===== src/rtl/ntt_addr_scheduler.sv =====
// Address/twiddle sequencer for an in-place radix-2 NTT: one butterfly per cycle,
// drain bubbles between stages, and a write-back delay line matching the datapath latency.
module ntt_addr_scheduler #(
  parameter int LOGN     = 3,
  parameter int PIPE_LAT = 2
) (
  input  logic            clk,
  input  logic            rst,
  input  logic            start,
  input  logic            hold,
  output logic            busy,
  output logic            done,
  output logic [LOGN-1:0] stage,
  output logic            rd_valid,
  output logic [LOGN-1:0] rd_addr_a,
  output logic [LOGN-1:0] rd_addr_b,
  output logic [LOGN-2:0] tw_idx,
  output logic            wr_valid,
  output logic [LOGN-1:0] wr_addr_a,
  output logic [LOGN-1:0] wr_addr_b
);

  localparam int              BW         = LOGN - 1;
  localparam int              CW         = 4;
  localparam logic [BW-1:0]   B_LAST     = '1;
  localparam logic [CW-1:0]   DRAIN_INIT = CW'(PIPE_LAT);
  localparam logic [LOGN-1:0] STAGE_LAST = LOGN'(LOGN - 1);

  typedef enum logic [1:0] {IDLE, ISSUE, DRAIN, DONE} state_t;

  state_t          state_q, state_d;
  logic [LOGN-1:0] stage_q, stage_d;
  logic [BW-1:0]   b_q, b_d;
  logic [CW-1:0]   cnt_q, cnt_d;

  logic [PIPE_LAT-1:0] dv_q, dv_d;
  logic [LOGN-1:0]     da_q [PIPE_LAT];
  logic [LOGN-1:0]     da_d [PIPE_LAT];
  logic [LOGN-1:0]     db_q [PIPE_LAT];
  logic [LOGN-1:0]     db_d [PIPE_LAT];

  logic [LOGN-1:0] b_ext, half, k, grp, addr_a, tw_full;

  always_comb begin
    state_d  = state_q;
    stage_d  = stage_q;
    b_d      = b_q;
    cnt_d    = cnt_q;
    rd_valid = 1'b0;
    busy     = 1'b0;
    done     = 1'b0;
    case (state_q)
      IDLE: begin
        if (start) begin
          state_d = ISSUE;
          stage_d = '0;
          b_d     = '0;
        end
      end
      ISSUE: begin
        busy = 1'b1;
        if (!hold) begin
          rd_valid = 1'b1;
          b_d      = b_q + BW'(1);
          if (b_q == B_LAST) begin
            state_d = DRAIN;
            cnt_d   = DRAIN_INIT;
          end
        end
      end
      DRAIN: begin
        busy  = 1'b1;
        cnt_d = cnt_q - CW'(1);
        // Leaving at count 1 keeps the next stage's first read one cycle past the last write.
        if (cnt_q == CW'(1)) begin
          if (stage_q == STAGE_LAST) begin
            state_d = DONE;
          end else begin
            state_d = ISSUE;
            stage_d = stage_q + LOGN'(1);
            b_d     = '0;
          end
        end
      end
      DONE: begin
        done    = 1'b1;
        state_d = IDLE;
      end
      default: state_d = IDLE;
    endcase
  end

  always_comb begin
    b_ext   = LOGN'(b_q);
    half    = LOGN'(1) << stage_q;
    k       = b_ext & (half - LOGN'(1));
    grp     = b_ext >> stage_q;
    addr_a  = (grp << (stage_q + LOGN'(1))) | k;
    tw_full = k << (STAGE_LAST - stage_q);
  end

  assign rd_addr_a = rd_valid ? addr_a : '0;
  assign rd_addr_b = rd_valid ? (addr_a + half) : '0;
  assign tw_idx    = rd_valid ? tw_full[LOGN-2:0] : '0;
  assign stage     = stage_q;

  always_comb begin
    dv_d[0] = rd_valid;
    da_d[0] = rd_addr_a;
    db_d[0] = rd_addr_b;
    for (int i = 1; i < PIPE_LAT; i++) begin
      dv_d[i] = dv_q[i-1];
      da_d[i] = da_q[i-1];
      db_d[i] = db_q[i-1];
    end
  end

  assign wr_valid  = dv_q[PIPE_LAT-1];
  assign wr_addr_a = da_q[PIPE_LAT-1];
  assign wr_addr_b = db_q[PIPE_LAT-1];

  always_ff @(posedge clk or negedge rst) begin
    if (!rst) begin
      state_q <= IDLE;
      stage_q <= '0;
      b_q     <= '0;
      cnt_q   <= '0;
      dv_q    <= '0;
      for (int i = 0; i < PIPE_LAT; i++) begin
        da_q[i] <= '0;
        db_q[i] <= '0;
      end
    end else begin
      state_q <= state_d;
      stage_q <= stage_d;
      b_q     <= b_d;
      cnt_q   <= cnt_d;
      dv_q    <= dv_d;
      for (int i = 0; i < PIPE_LAT; i++) begin
        da_q[i] <= da_d[i];
        db_q[i] <= db_d[i];
      end
    end
  end

endmodule


===== config.mk =====
export PLATFORM = sky130hd
export DESIGN_NAME = ntt_addr_scheduler
export DESIGN_NICKNAME = d
export VERILOG_FILES = /design/src/rtl/ntt_addr_scheduler.sv
export SDC_FILE = /design/constraint.sdc
export NUM_CORES = 1
export LEC_CHECK = 0
export BUFFER_PORTS_ARGS = -buffer_cell sky130_fd_sc_hd__buf_2
export CAP_MARGIN = 20
export CORE_ASPECT_RATIO = 1.1
export CORE_MARGIN = 2
export CORE_UTILIZATION = 35
export CTS_BUF_LIST = sky130_fd_sc_hd__clkbuf_4 sky130_fd_sc_hd__clkbuf_8
export DETAILED_ROUTE_END_ITERATION = 10
export GPL_TIMING_DRIVEN = 0
export MAX_ROUTING_LAYER = met4
export PLACE_DENSITY_LB_ADDON = 0.3
export SLEW_MARGIN = 0
export SYNTH_ARGS = -nofsm -noshare
export SYNTH_HDL_FRONTEND = slang
export SYNTH_SLANG_ARGS = --single-unit

===== constraint.sdc =====
create_clock -name clk -period 2.9 [get_ports clk]
set_input_delay 0.58 -clock clk [delete_from_list [all_inputs] [get_ports clk]]
set_output_delay 0.58 -clock clk [all_outputs]
set_load 0.1 [all_outputs]

# Yosys cells after proc, flatten, opt, wreduce, memory -nomap -nowiden
# Cells that the tools add are included.
op_classes:
  mux: 25
  multipliers: 0
  n_reduce_logical: 9
  addsub: 6
  n_div: 0
  n_bitwise: 2
  shift: 4
  magnitude_cmp: 0
  eq_ne: 11
op_table:
  columns: ["operator", "n"]
  rows:
  - ["2-bit two-way mux", 10]
  - ["3-bit two-way mux", 5]
  - ["2-bit != test (second input constant)", 5]
  - ["4-bit two-way mux", 2]
  - ["2-bit one-hot mux with 4 select lines", 1]
  - ["4-bit one-hot mux with 2 select lines", 1]
  - ["4-bit AND reduction", 2]
  - ["2-bit == test (second input constant)", 3]
  - ["2-bit one-hot mux with 3 select lines", 1]
  - ["3-bit one-hot mux with 2 select lines", 1]
  - ["5-bit AND reduction", 1]
  - ["4-bit by 1-bit == test with 1-bit output (second input constant)", 1]
  - ["1-bit two-way mux", 4]
  - ["2-bit nonzero test", 2]
  - ["4-bit by 1-bit subtractor with 4-bit output (second input constant)", 1]
  - ["3-bit by 1-bit adder with 3-bit output (second input constant)", 1]
  - ["3-bit adder", 1]
  - ["2-bit by 3-bit bitwise AND with 3-bit output", 1]
  - ["3-bit by 2-bit == test with 1-bit output (second input constant)", 1]
  - ["3-bit OR", 1]
  - ["3-bit AND reduction", 1]
  - ["3-bit nonzero test", 1]
  - ["1-bit by 3-bit left shift with 3-bit output (first input constant)", 1]
  - ["3-bit by 3-bit left shift with 2-bit output", 1]
  - ["other kinds (8)", 8]
word_totals:
  register_bits: 25
  rom_bits: 0
  inputBits: 4
  n_memories: 0
  latch_bits: 0
  mem_bits_rw: 0
  wordCells: 66

# Longest topological paths before layout
# Gate-level depths: netlist (run 1).
depth:
  ltp_word: 6
  depth_mapped: 11
  mapped_depth_nobuf: 10

# Worst setup path after synthesis (run 1)
# Ideal clock, no wire load.
synth_timing:
  kind: "reg-to-output"
  startpoint: "register stage_q[0], in the netlist stage[0]"
  endpoint: "output port tw_idx[0]"
  path_buffers: 0
  setup_slack_ps: -2381
  t_arrival_ps: 4701
  path_stages_with_launch: 6
  path_cell_list: "dfrtp_1 -> inv_1 -> ha_1 -> nand2b_1 -> nand2_1 -> nor4_1"
synth_via:
  elab_chain_len: 5
synth_rtl:
  columns: ["item", "line", "rtl"]
  rows:
  - ["start, declared", "32", "logic [LOGN-1:0] stage_q, stage_d;"]
  - ["start signal, assigned", "135", "stage_q <= stage_d;"]
  - ["1-bit by 3-bit left shift with 3-bit output", "95", "half = LOGN'(1) << stage_q;"]
  - ["3-bit by 1-bit subtractor with 3-bit output", "96", "k = b_ext & (half - LOGN'(1));"]
  - ["2-bit by 3-bit bitwise AND with 3-bit output", "96", null]
  - ["3-bit by 3-bit left shift with 2-bit output *", "99", "tw_full = k << (STAGE_LAST - stage_q);"]
  - ["2-bit two-way mux *", "104", "assign tw_idx = rd_valid ? tw_full[LOGN-2:0] : '0;"]
  - ["end, declared", "17", "output logic [LOGN-2:0] tw_idx,"]
# Mark *: on every way between the ends. The rest lies on a longest branch, timed or not.

==> flow_summary.ini, run 1 <==
[outcome]
outcome = finished with violations
violations = setup timing

[worst_setup_path]
cp_data_arrival_time_ns = 2.49
crit_end = rd_addr_b[2]
crit_type = reg -> out
cp_max_fo = 5
slowest_stage = dfrtp_4
critPathLaunchType = flip-flop
ff2ff_setup_slack_ns = 0.84
crit_chain = ha_4 -> nor4_4 -> nand3_1 -> nand2_1 -> ha_2 -> fa_2 -> xnor2_1 -> xnor2_1 -> nor2_1 -> buf_6 -> buf_12
path_buf_inv = 2
r2r_cells = 6
cp-end-kind = output port
r2r_start = state_q[0]
critPathTopFamily = simple AND/OR/NAND/NOR gates
critPathRequiredTime_ns = 2.32
critical_path.startpoint = stage[0]
cp_common_cell = xnor2_1
cpPeakStageDelay_ns = 0.54
cp_num_cells = 11
reg2reg_to = stage[2]

[run]
drv_cap = 0

[final_layout]
seqCellArea_um2 = 637
multi_input_area_um2 = 774
drive_above_1_share_pct = 44.0
mostFrequentLayoutCells = dfrtp_1, buf_2, buf_4, a21oi_1, ha_1
final_common_cell = dfrtp_1
synthToLayoutAreaGrowth_pct = 36.6
antenna_cells = 0
layout.nets = 186
fillers = 335

[logic_synthesis]
yosysUniqueCellTypes = 35
synth_cells = 131
ys_warn_count = 0
synth_async_sr_flop_share_pct = 100
ys_seq_area_share_pct = 45.6
synthFlopType = dfrtp_1
syn_nets = 148
synth-edff-count = 0
avgSynthCellArea_um2 = 10.5
syn-cell-area_um2 = 1370
yosys_register_bits = 25

[clock_network]
clk_pin_slew_worst_paths_ns = 0.09
htreeDepth = 1
clkLatencyLatePin_ns = 0.27
cts.hold.buffers_added = 0
numCtsBuffers = 3
clkSinkCount = 25
clockRootBuffer = clkbuf_8
clk_path_buf_depth = 2
cts_tree = built

[detailed_routing]
dr_wl_met3_um = 74
top_layer_used = met4
via_count = 1080
via_per_inst = 4.95
antenna_left = 0
wl_met2_um = 1530
wl_per_cell_um = 13.4
wl_met1_um = 1280
drt_wl_total_um = 2930
first_pass_iters = 4
drc_errors = 0
drt_iter0_drc = 20

[floorplanning]
dieArea_um2 = 4440
start_util_pct = 37.0
ioPinCount = 25
chipWidth_um = 63.7
row_count = 23
die_h_um = 69.7
core-area_um2 = 3710

[placed_design]
dp_hpwl_um = 2130
globalplace.congestion = 0.858
numPortBuffers = 24

[global_route]
grt_usage_pct = 14.5
antenna_found_initial = 0
grt_pass1_wl_um = 5040
grt_pass1_vias = 1095
grt-ovfl-total = 0
grt_max_degree = 26

[timing]
holdWs_ns = 0.284
fin_ws_ns = -0.166
rsz0062_at_grt = true
worst_pin_slew_ns = 0.552
maxSlewHeadroom_pct = 63.2
finalCritPeriodShare_pct = 106
finalHoldViolations = 0
clock.fmax_ghz = 0.326
setup_viol = 2
slew_violations = 0
skew_ns = 0.00570
fin_crit_ns = 3.07

[min_path]
hold_path_class = in -> async
==> how the worst min path moves through the flow <==
stage	start	endpoint	slack [ns]	depth (start not counted)
final	rst	state_q[0]	0.28	1
after detailed placement	db_d[1]	wr_addr_b[1]	0.33	0
after global placement	db_d[2]	wr_addr_b[2]	0.33	0
after global routing	rst	state_q[0]	0.33	1
after floorplan	rst	b_q[0]	0.28	0
after CTS	rst	state_q[0]	0.31	1
==> per-stage QoR <==
step / area (um^2) / setup TNS, ns / worst slack [ns] / cells / utilization (%)
final: 1880 / -0.223 / -0.166 / 218 / 50.5
after global routing: 1880 / -0.502 / -0.325 / 218 / 50.5
after CTS: 1860 / -0.233 / -0.183 / 218 / 50.1
after detailed placement: 1660 / -0.477 / -0.305 / 205 / 44.6
after global placement: 1660 / -0.398 / -0.260 / 205 / 44.6
after floorplan: 1470 / -0.194 / -0.0909 / 131 / -
==> layout make-up <==
| class | count | area share, % |
|---|---|---|
| clock inverter | 1 | 0.400 |
| clock buffer | 3 | 2.20 |
| buffer | 8 | 3.34 |
| tap | 50 | 3.34 |
| timing repair buffer | 34 | 13.1 |
| inverter | 9 | 2.40 |
| multi-input combinational | 88 | 41.3 |
| sequential | 25 | 34.0 |
==> sequential cells by signal, indices dropped and copies added, names as in the netlist <==
signal,count
wr_addr_a,3
dv_q,2
cnt_q,4
b_q,2
state_q,2
db_d,3
wr_addr_b,3
da_d,3
stage,3
==> what timing repair did <==
action,in CTS,in global routing
pin swaps,5,0
endpoints found under the setup margin,4,5
resized for setup,22,6
setup buffers,10,0
==> synthesized netlist by cell type, types with 3 or more instances <==
master / instances / area (um^2)
dfrtp_1: 25 / 626
ha_1: 12 / 150
inv_1: 9 / 33.8
a21oi_1: 8 / 40.0
nand2_1: 8 / 30.0
buf_4: 6 / 45.0
nor2_1: 6 / 22.5
nor2b_1: 6 / 37.5
a31o_2: 4 / 35.0
and3_1: 4 / 25.0
xnor2_1: 4 / 35.0
clkbuf_1: 3 / 11.3
nand2b_1: 3 / 18.8
nand3_1: 3 / 15.0
nor3_1: 3 / 15.0
o21ai_0: 3 / 15.0
==> metal layers <==
layer	track usage [%]	up-vias
met5	-	-
met4	5.31	0
met3	1.30	4
met2	24.9	18
met1	17.5	540
li1	-	518
==> logic make-up (layout without fill, tap and decap cells) <==
kind of cell / count (synthesis) / count (layout) / synth area share (%)
AO/OA/AOI/OAI: 27 / 27 / 14.8
XOR/XNOR: 5 / 5 / 3.19
adder cells (fa/ha/maj): 13 / 13 / 12.4
buffers and inverters: 18 / 55 / 6.56
flip-flops: 25 / 25 / 45.6
multiplexers: 1 / 1 / 0.729
AND/OR/NAND/NOR: 42 / 42 / 16.8
Power of run 1 is left out: the tool's default activity adds up to more than one toggle a clock period on the data nets, which glitch-free logic cannot reach.
==> run 2, diff against run 1 <==
--- a/config.mk
+++ b/config.mk
@@ -9,7 +9,7 @@
 export CAP_MARGIN = 20
 export CORE_ASPECT_RATIO = 1.1
 export CORE_MARGIN = 2
-export CORE_UTILIZATION = 35
+export CORE_UTILIZATION = 51
 export CTS_BUF_LIST = sky130_fd_sc_hd__clkbuf_4 sky130_fd_sc_hd__clkbuf_8
 export DETAILED_ROUTE_END_ITERATION = 10
 export GPL_TIMING_DRIVEN = 0
==> flow_summary.ini, run 2 (synthesized netlist as in run 1, its figures left out) <==
[outcome]
outcome = finished with violations
violations = setup timing

[clock_network]
clkSinkCount = 25
cts_tree = built
cts.hold.buffers_added = 0
htreeDepth = 1
clk_path_buf_depth = 2
numCtsBuffers = 3
clk_pin_slew_worst_paths_ns = 0.15
clockRootBuffer = clkbuf_4
clkLatencyLatePin_ns = 0.32

[timing]
fin_crit_ns = 3.26
clock.fmax_ghz = 0.307
finalCritPeriodShare_pct = 112
rsz0062_at_grt = true
worst_pin_slew_ns = 0.549
finalHoldViolations = 0
skew_ns = 0.00631
fin_ws_ns = -0.356
slew_violations = 0
setup_viol = 2
maxSlewHeadroom_pct = 63.4

[worst_setup_path]
cp_max_fo = 5
reg2reg_to = db_d[2]
cpPeakStageDelay_ns = 0.57
critPathLaunchType = flip-flop
crit_chain = inv_6 -> ha_4 -> nand2b_4 -> nand2_2 -> nand2_2 -> ha_4 -> fa_2 -> xnor2_2 -> xnor2_1 -> nor2_2 -> buf_6 -> buf_12
cp-end-kind = output port
r2r_cells = 10
cp_data_arrival_time_ns = 2.68
slowest_stage = dfrtp_4
critPathRequiredTime_ns = 2.32
crit_type = reg -> out
ff2ff_setup_slack_ns = 0.74
r2r_start = stage[0]

[final_layout]
mostFrequentLayoutCells = dfrtp_1, buf_4, buf_2, a21oi_1, ha_1
final_cells = 203
fillers = 162
layout.nets = 190
antenna_cells = 0
top_register = cnt_q
drive_above_1_share_pct = 48.8
final_common_cell = dfrtp_1
largest_reg_flops = 4
synthToLayoutAreaGrowth_pct = 41.7

[global_route]
grt_pass1_vias = 1176
antenna_found_initial = 0
grt_max_degree = 26
grt-ovfl-total = 0
grt_usage_pct = 24.3
grt_pass1_wl_um = 5310

[detailed_routing]
antenna_left = 0
drc_errors = 0
via_count = 1153
via_per_inst = 5.68
drt_iter0_drc = 35
drt_wl_total_um = 3480
first_pass_iters = 4
wl_per_cell_um = 17.2

[floorplanning]
chipWidth_um = 53.5
ioPinCount = 25
row_count = 19
start_util_pct = 54.5
die_h_um = 58.4
dieArea_um2 = 3120
core-area_um2 = 2520

[placed_design]
globalplace.congestion = 0.826
numPortBuffers = 24
dp.cells = 186
dp_hpwl_um = 2000

[run]
drv_cap = 0

[min_path]
hold_path_class = in -> async
run 2: changes by cell type in the layout (fill, tap and decap cells not counted), moves of 2 or more:
| cell | change |
|---|---|
| clkbuf_4 | +3 |
| buf_4 | +2 |
| ha_4 | +2 |
| buf_2 | -2 |
| ha_2 | -2 |
| clkbuf_8 | -3 |
| buf_6 | +3 |
run 2: cell type report:
type	instances	area (um^2)	share of cell area [%]
multi-input combinational	88	827	42.5
tap	31	38.8	1.99
timing repair buffer	39	312	16.0
clock inverter	1	7.51	0.386
inverter	9	45.0	2.32
buffer	7	55.1	2.83
clock buffer	3	22.5	1.16
sequential	25	637	32.8
run 2: metal layers:
metal	GRT usage, %	up-vias	part of all wire, %
met5	-	-	0
met2	41.1	51	53
met1	28.5	560	39
met3	3.30	12	4.5
met4	10.6	0	3.3
li1	-	530	-
run 2: worst max path at each step:
stage	startpoint	end	slack [ns]
2_1_floorplan	stage[0]	rd_addr_b[2]	-0.09
3_3_place_gp	stage[0]	rd_addr_b[2]	-0.26
3_5_place_dp	stage[0]	rd_addr_b[2]	-0.27
4_1_cts	stage[0]	rd_addr_b[2]	-0.25
5_1_grt	stage[0]	rd_addr_b[2]	-0.45
6_report	stage[0]	rd_addr_b[2]	-0.36
run 2: what timing repair did:
item | in CTS | in global routing
endpoints found under the setup margin | 6 | 7
setup buffers | 12 | 3
gates resized for setup | 28 | 18
pin swaps | 7 | 4
endpoints found under the hold margin | 0 | 0
run 2: critical path: cells and delay by family, from the launching register on:
kind                       cells  cell delay [ns]
buffers and inverters          3             0.36
DFF                            1             0.57
adders and majority gates      3             0.70
and+or+nand+nor                4             0.40
xor gates and xnor gates       2             0.32
run 2: through the flow:
stage,hold slack [ns],setup slack [ns],utilization [%],instance area [um^2],setup TNS [ns]
finish,0.216,-0.356,77.2,1940,-0.503
global route,0.255,-0.452,77.2,1940,-0.832
CTS,0.229,-0.247,73.7,1860,-0.389
detailed placement,0.335,-0.275,64.8,1630,-0.432
global placement,0.332,-0.264,64.8,1630,-0.396
floorplan,0.284,-0.0909,-,1470,-0.194
Power of run 2 is left out for the same reason.
==> run 3, diff against run 2 <==
--- a/config.mk
+++ b/config.mk
@@ -10,7 +10,7 @@
 export CORE_ASPECT_RATIO = 1.1
 export CORE_MARGIN = 2
 export CORE_UTILIZATION = 51
-export CTS_BUF_LIST = sky130_fd_sc_hd__clkbuf_4 sky130_fd_sc_hd__clkbuf_8
+export CTS_BUF_LIST = sky130_fd_sc_hd__clkbuf_2 sky130_fd_sc_hd__clkbuf_4 sky130_fd_sc_hd__clkbuf_8
 export DETAILED_ROUTE_END_ITERATION = 10
 export GPL_TIMING_DRIVEN = 0
 export MAX_ROUTING_LAYER = met4
==> constraint.sdc (replaced) <==
create_clock -name clk -period 2.9 [get_ports clk]
set_input_delay 0.725 -clock clk [delete_from_list [all_inputs] [get_ports clk]]
set_output_delay 0.725 -clock clk [all_outputs]
set_load 0.1 [all_outputs]
==> flow_summary.ini, run 3 (synthesized netlist as in run 1, its figures left out) <==
[min_path]
min_to = wr_addr_b[2]
min-delay-start = db_d[2]
hold_depth = 0
hold_path_class = reg -> reg

[detailed_routing]
wl_per_cell_um = 15.1
first_pass_iters = 4
drt_iter0_drc = 34
drt_wl_total_um = 2970
via_per_inst = 5.72
drc_errors = 0
antenna_left = 0
via_count = 1127

[timing]
setup_viol = 3
slew_violations = 0
finalCritPeriodShare_pct = 117
worst_pin_slew_ns = 0.538
tns_ns = -0.991
fin_ws_ns = -0.480
rsz0062_at_grt = true
fin_crit_ns = 3.38
finalHoldViolations = 0
holdWs_ns = 0.352
maxSlewHeadroom_pct = 64.1
clock.fmax_ghz = 0.296
skew_ns = 0.0118

[global_route]
grt_pass1_vias = 1128
grt_usage_pct = 21.8
busiest_layer = met2
grt_max_degree = 26
antenna_found_initial = 0
met1_usage_pct = 23.5
grt_pass1_wl_um = 4860
gr-usage-met3_pct = 3.81
grt-ovfl-total = 0
grt_util_met2_pct = 36.5

[worst_setup_path]
cp_data_arrival_time_ns = 2.65
slowest_stage = dfrtp_4
reg2reg_to = db_d[2]
cpPeakStageDelay_ns = 0.57
critPathLaunchType = flip-flop
r2r_start = stage[0]
ff2ff_setup_slack_ns = 0.77
crit_type = reg -> out
cp_max_fo = 5
crit_chain = inv_6 -> ha_4 -> nand2b_1 -> nand2_2 -> nand2_2 -> ha_4 -> fa_2 -> xnor2_2 -> xnor2_1 -> nor2_1 -> buf_6 -> buf_12
r2r_cells = 10
critPathRequiredTime_ns = 2.17
cp-end-kind = output port
critical_path.startpoint = stage[0]

[final_layout]
seqCellArea_um2 = 634
antenna_cells = 0
final_area_um2 = 1880
mostFrequentLayoutCells = dfrtp_1, buf_2, buf_4, ha_1, a21oi_1
synthToLayoutAreaGrowth_pct = 36.7
top_register = cnt_q
final_common_cell = dfrtp_1
multi_input_area_um2 = 801
fillers = 172
final_cells = 197
layout.nets = 184
drive_above_1_share_pct = 45.8
largest_reg_flops = 4

[placed_design]
dp_hpwl_um = 2020
dp.cells = 186
numPortBuffers = 24
postPlaceCellArea_um2 = 1660
globalplace.congestion = 0.774

[floorplanning]
chipWidth_um = 53.5
core-area_um2 = 2520
die_h_um = 58.4
start_util_pct = 54.5
ioPinCount = 25
row_count = 19
dieArea_um2 = 3120

[outcome]
violations = setup timing
outcome = finished with violations

[clock_network]
clkSinkCount = 25
clk_pin_slew_worst_paths_ns = 0.14
numCtsBuffers = 3
cts_tree = built
clkLatencyLatePin_ns = 0.32
clockRootBuffer = clkbuf_4
clk_path_buf_depth = 2
htreeDepth = 1

[run]
drv_cap = 0
## run 3: cell type report
cell class	count	area share, %
timing repair buffer	33	15.0
tap	31	2.07
multi-input combinational	88	42.7
inverter	9	2.40
buffer	7	2.47
clock inverter	1	0.400
sequential	25	33.8
clock buffer	3	1.20
## run 3: worst max path at each step
stage                    to  cells past startpoint
5_1_grt        rd_addr_b[2]                     12
6_report       rd_addr_b[2]                     12
3_5_place_dp   rd_addr_b[2]                     12
4_1_cts        rd_addr_b[2]                     12
3_3_place_gp   rd_addr_b[2]                     12
2_1_floorplan     tw_idx[0]                      4
## run 3: per-stage QoR
stage | setup slack (ns) | utilization (%)
2_1_floorplan | -0.306 | -
3_3_place_gp | -0.447 | 65.7
3_5_place_dp | -0.481 | 65.7
4_1_cts | -0.428 | 71.3
5_1_grt | -0.638 | 74.5
6_report | -0.480 | 74.5
## run 3: repair_timing
action	4_1_cts	5_1_grt
resized for setup	26	15
pin swaps	5	2
setup endpoints to repair	8	7
hold buffers	0	0
hold endpoints to repair	0	0
setup buffers	7	2
## run 3: metal layers
| layer | up-vias | share of wire, % |
|---|---|---|
| met3 | 10 | 5.6 |
| met4 | 0 | 3.3 |
| met5 | - | 0 |
| met2 | 37 | 54 |
| li1 | 528 | - |
| met1 | 552 | 37 |
## run 3: worst max-delay path, delay by kind of cell, from the launching register on
family	cells	cell delay, ns
AND/OR/NAND/NOR	4	0.45
XOR/XNOR	2	0.28
flip-flops	1	0.57
adder cells (fa/ha/maj)	3	0.67
buffers and inverters	3	0.37
Power of run 3 is left out for the same reason.
